==> src/rtl/srl64_tap_reg_if.sv <==
// Serial-in / tap-select bus for the 64-deep SRL delay line.
// The master drives shift control and tap address; the slave returns taps.
interface srl64_tap_reg_if;
    logic       CE;
    logic       D;
    logic [5:0] A;
    logic       Q;
    logic       Q_VLD;
    logic       Q63;

    modport master (
        output CE,
        output D,
        output A,
        input  Q,
        input  Q_VLD,
        input  Q63
    );

    modport slave (
        input  CE,
        input  D,
        input  A,
        output Q,
        output Q_VLD,
        output Q63
    );
endinterface

==> src/rtl/srl64_tap_reg.sv <==
// 64-deep addressable SRL delay line: two cascaded 32-bit sections,
// a MUXF7-style section select on A[5], and an optional output flop.
module srl64_tap_reg #(
    parameter logic [63:0] INIT  = 64'h0,
    parameter logic        SRVAL = 1'b0,
    parameter int          OREG  = 1
) (
    input  logic             C,
    input  logic             R,
    srl64_tap_reg_if.slave   bus
);

    localparam logic [6:0] CNT_MAX = 7'd64;

    // SRL contents are power-up initialised only, never reset.
    logic [31:0] sr_lo = INIT[31:0];
    logic [31:0] sr_hi = INIT[63:32];
    logic [6:0]  cnt   = 7'd0;

    logic [4:0]  sub_a;
    logic        sel_hi;
    logic        lo;
    logic        hi;
    logic        tap;
    logic        vld;

    always_ff @(posedge C) begin
        if (bus.CE) begin
            sr_lo <= {sr_lo[30:0], bus.D};
            sr_hi <= {sr_hi[30:0], sr_lo[31]};
        end
    end

    always_ff @(posedge C) begin
        if (R) begin
            cnt <= 7'd0;
        end else if (bus.CE && (cnt < CNT_MAX)) begin
            cnt <= cnt + 7'd1;
        end
    end

    assign sub_a  = bus.A[4:0];
    assign sel_hi = bus.A[5];
    assign lo     = sr_lo[sub_a];
    assign hi     = sr_hi[sub_a];
    assign tap    = sel_hi ? hi : lo;
    assign vld    = (cnt > {1'b0, bus.A});

    assign bus.Q63 = sr_hi[31];

    generate
        if (OREG != 0) begin : g_oreg
            logic q_r;
            logic q_vld_r;

            always_ff @(posedge C) begin
                if (R) begin
                    q_r     <= SRVAL;
                    q_vld_r <= 1'b0;
                end else begin
                    q_r     <= tap;
                    q_vld_r <= vld;
                end
            end

            assign bus.Q     = q_r;
            assign bus.Q_VLD = q_vld_r;
        end else begin : g_comb
            assign bus.Q     = tap;
            assign bus.Q_VLD = vld;
        end
    endgenerate

endmodule

==> src/flat_wrapper.sv <==
// flat-port wrapper written by rule: the top's interface ports become plain ports
module srl64_tap_reg_flat 
#(
    parameter logic [63:0] INIT  = 64'h0,
    parameter logic        SRVAL = 1'b0,
    parameter int          OREG  = 1
)
  (C, R, bus_CE, bus_D, bus_A, bus_Q, bus_Q_VLD, bus_Q63);
  srl64_tap_reg_if bus_i ();
  input  logic C;
  input  logic R;
  input wire logic [$bits(bus_i.CE)-1:0] bus_CE;
  input wire logic [$bits(bus_i.D)-1:0] bus_D;
  input wire logic [$bits(bus_i.A)-1:0] bus_A;
  output wire logic [$bits(bus_i.Q)-1:0] bus_Q;
  output wire logic [$bits(bus_i.Q_VLD)-1:0] bus_Q_VLD;
  output wire logic [$bits(bus_i.Q63)-1:0] bus_Q63;
  assign bus_i.CE = bus_CE;
  assign bus_i.D = bus_D;
  assign bus_i.A = bus_A;
  assign bus_Q = bus_i.Q;
  assign bus_Q_VLD = bus_i.Q_VLD;
  assign bus_Q63 = bus_i.Q63;
  srl64_tap_reg #(.INIT(INIT), .SRVAL(SRVAL), .OREG(OREG)) u_core (.C(C), .R(R), .bus(bus_i));
endmodule
==> config.mk <==
export PLATFORM = sky130hd
export DESIGN_NAME = srl64_tap_reg_flat
export DESIGN_NICKNAME = d
export VERILOG_FILES = /design/src/rtl/srl64_tap_reg_if.sv /design/src/rtl/srl64_tap_reg.sv /design/src/flat_wrapper.sv
export SDC_FILE = /design/constraint.sdc
export NUM_CORES = 1
export LEC_CHECK = 0
export ABC_CLOCK_PERIOD_IN_PS = 3000
export CORE_ASPECT_RATIO = 1.25
export CORE_MARGIN = 5
export CORE_UTILIZATION = 56
export DETAILED_ROUTE_END_ITERATION = 16
export PLACE_DENSITY_LB_ADDON = 0.1
export SYNTH_ARGS = -nofsm -noshare
export SYNTH_HDL_FRONTEND = slang
export SYNTH_SLANG_ARGS = --single-unit
export TNS_END_PERCENT = 100
==> constraint.sdc <==
create_clock -name C -period 3 [get_ports C]
set_input_delay 0.6 -clock C [delete_from_list [all_inputs] [get_ports C]]
set_output_delay 0.6 -clock C [all_outputs]
set_load 0.01 [all_outputs]
==> impl_metrics.json <==
{
  "status": "complete, no violations",
  "grt_remaining_overflow": 0,
  "cts_setup_buffers": 0,
  "cts_hold_buf": 0,
  "area_growth_pct": 14.1,
  "irDropWorstVdd_uv": 429,
  "r2r-start": "u_core.sr_hi[17]",
  "cts_resized": 0,
  "wire_per_inst_um": 19.4,
  "drtIter0Drc": 58,
  "multi_input_area_um2": 793,
  "hold_violations": 0,
  "antenna_found_initial": 0,
  "drc": 0,
  "cap_violations": 0,
  "maxSlewViolCount": 0,
  "clockBufferDepth": 2,
  "layout.nets": 203,
  "rrSetupSlack_ns": 1.27,
  "cts_max_level": 3,
  "critPathMaxFanout": 11,
  "start_kind": "input port",
  "dr_total_vias": 1504,
  "netlist_area_mm2": 0.00295,
  "cts_sinks": 73,
  "async_flop_share": 0,
  "worstMarginPinSlew_ns": 0.756,
  "synth_nets": 180,
  "yosysWarnings": 0,
  "avgViaCountPerCell": 5.94,
  "min_to": "u_core.sr_hi[15]",
  "post-route-period-util": 0.809,
  "start_util": 0.581,
  "synth_cell_types": 30,
  "period_needed_ns": 2.43,
  "hold_depth": 0,
  "portBuffers": 12,
  "clock_insertion_delay_worst_skew_ns": 0.33,
  "final_util": 0.663,
  "max_slew_margin": 0.496,
  "synth-edff-count": 64,
  "fin_setup_tns_ns": 0,
  "min-delay-start": "u_core.sr_hi[14]",
  "yosysSeqAreaShare": 0.713,
  "cellPowerDensity_mw_per_mm2": 642,
  "die_h_um": 91.1,
  "grt_pass1_vias": 1512,
  "drt-total-wl_um": 4900,
  "yosysTopAreaCell": "edfxtp_1",
  "synth_top_area_share": 0.652,
  "ant_nets": 0,
  "rsz0062_at_grt": "false",
  "die_area_mm2": 0.00683,
  "drive_gt1_frac": 0.178,
  "finalClockSkew_ns": 0.00678,
  "p_leak_nw": 1.21,
  "grt_pass1_wl_um": 8030,
  "worstPathArrival_ns": 2.65,
  "register_area_mm2": 0.00210,
  "cts_made_buffers": 9,
  "path_class": "input port to register",
  "dpl.hpwl_um": 3180,
  "fp.dieW_um": 74.9,
  "end_kind": "register",
  "synthTopCellsByArea": "edfxtp_1 (65%), mux4_2 (9.2%), dfxtp_1 (6.1%), mux4_1 (4.5%), ha_1 (3.0%)",
  "worstRegToRegCells": 4,
  "p_total_mw": 2.16,
  "path_clk_slew_ns": 0.08,
  "synth_flop_cell": "edfxtp_1",
  "boundaryPins": 13,
  "gp_congestion": 0.784,
  "grt_start_max_net_pins": 66,
  "finalSetupViolCount": 0,
  "row_count": 29,
  "cp.required_ns": 3.23,
  "syn_area_per_cell_um2": 18.1,
  "track_usage": 0.162,
  "drt-pass1-iter-count": 4,
  "hold_class": "register to register",
  "hold_ws_ns": 0.441,
  "fillers": 357,
  "timing.fmax_mhz": 412,
  "antenna_cells": 0,
  "cts_tree": "yes",
  "fp.coreArea_mm2": 0.00508,
  "synth_seq_cells": 73,
  "syn_inst": 163,
  "regToRegEndpoint": "u_core.bus.Q",
  "cts_root_buf": "clkbuf_8"
}
[cells in the final DEF (no fill, tap or decap)]
cell type	Yosys	routed
a21o_1	1	1
a21oi_1	5	5
a311oi_1	1	1
buf_2	1	1
buf_4	1	5
bufinv_16	0	2
clkbuf_8	0	9
clkdlybuf4s50_1	0	11
clkinv_1	1	2
clkinv_2	0	1
clkinv_4	0	1
clkinvlp_4	0	1
dfxtp_1	9	9
edfxtp_1	64	64
ha_1	7	7
inv_1	5	5
inv_6	0	1
mux2i_1	2	2
mux4_1	5	5
mux4_2	12	12
nand2_1	13	13
nand2b_1	1	1
nand3_1	5	5
nand4_1	4	4
nor2_1	10	10
nor2b_1	2	2
o211ai_1	1	1
o21a_1	1	1
o21ai_0	1	1
o21ba_2	1	1
o21bai_1	1	1
o32ai_1	1	1
or3_1	1	1
xnor2_1	1	1
xor2_1	3	3
[logic make-up (layout without fill, tap and decap cells)]
logic type | count (synthesis) | in the layout | share of synthesized area
DFF | 73 | 73 | 0.713
and+or+nand+nor | 36 | 36 | 0.0547
muxes | 19 | 19 | 0.143
AOI/OAI and AO/OA | 13 | 13 | 0.0297
buffers and inverters | 11 | 39 | 0.0182
adders and majority gates | 7 | 7 | 0.0297
xor gates and xnor gates | 4 | 4 | 0.0119
[registers in the layout, summed over array words and instances (netlist names)]
signal            cells
u_core.bus.Q          1
u_core.sr_lo         32
u_core.cnt            7
u_core.sr_hi         32
u_core.bus.Q_VLD      1
[critical path, cell delays in order]
cell and delay [ns]:
clkdlybuf4s50_1 0.73, buf_4 0.32, mux4_1 0.57, mux2i_1 0.15, a311oi_1 0.10, nand2_1 0.09
o32ai_1 0.07
[report_power, final]
part / internal (mW) / switching [mW]
registers: 1.17 / 0.0303
logic: 0.0716 / 0.0653
clock network: 0.468 / 0.361
[synthesized netlist by cell type (2+ instances only)]
cell type,n
nand3_1,5
nor2_1,10
dfxtp_1,9
xor2_1,3
nor2b_1,2
edfxtp_1,64
mux4_1,5
mux4_2,12
inv_1,5
mux2i_1,2
a21oi_1,5
nand4_1,4
clkbuf_1,2
ha_1,7
nand2_1,13
[cell type report]
| type | instances | share of cell area |
|---|---|---|
| clock buffers | 9 | 0.0368 |
| clock inverters | 7 | 0.0279 |
| inverters | 6 | 0.00669 |
| multi-input cells | 79 | 0.236 |
| flip-flops and latches | 73 | 0.625 |
| well taps | 62 | 0.0230 |
| repair buffers | 17 | 0.0454 |
[per-stage QoR]
| step | instances | instance area, um2 | setup slack, ns |
|---|---|---|---|
| 3_5_place_dp | 237 | 3150 | 0.163 |
| 2_1_floorplan | 163 | 2950 | 0.918 |
| 4_1_cts | 253 | 3370 | 0.543 |
| 5_1_grt | 253 | 3370 | 0.444 |
| 6_report | 253 | 3370 | 0.573 |
| 3_3_place_gp | 237 | 3150 | 0.213 |
[worst max-delay path by stage]
stage	startpoint	endpoint	slack, ns
floorplan	bus_A[1]	u_core.bus.Q_VLD	0.92
global placement	bus_A[0]	u_core.bus.Q	0.21
detailed placement	bus_A[0]	u_core.bus.Q	0.16
CTS	bus_A[0]	u_core.bus.Q	0.54
global route	bus_A[0]	u_core.bus.Q	0.44
finish	bus_A[0]	u_core.bus.Q	0.57
[metal layers]
metal	wire length, um	vias to the layer above	part of all wire	GRT usage
li1	-	695	-	-
met2	2180	34	0.45	0.221
met5	0	-	0	0
met3	287	8	0.059	0.0475
met1	2350	767	0.48	0.243
met4	83	0	0.017	0.0712
Note: power is estimated with default switching activity, not from simulation.
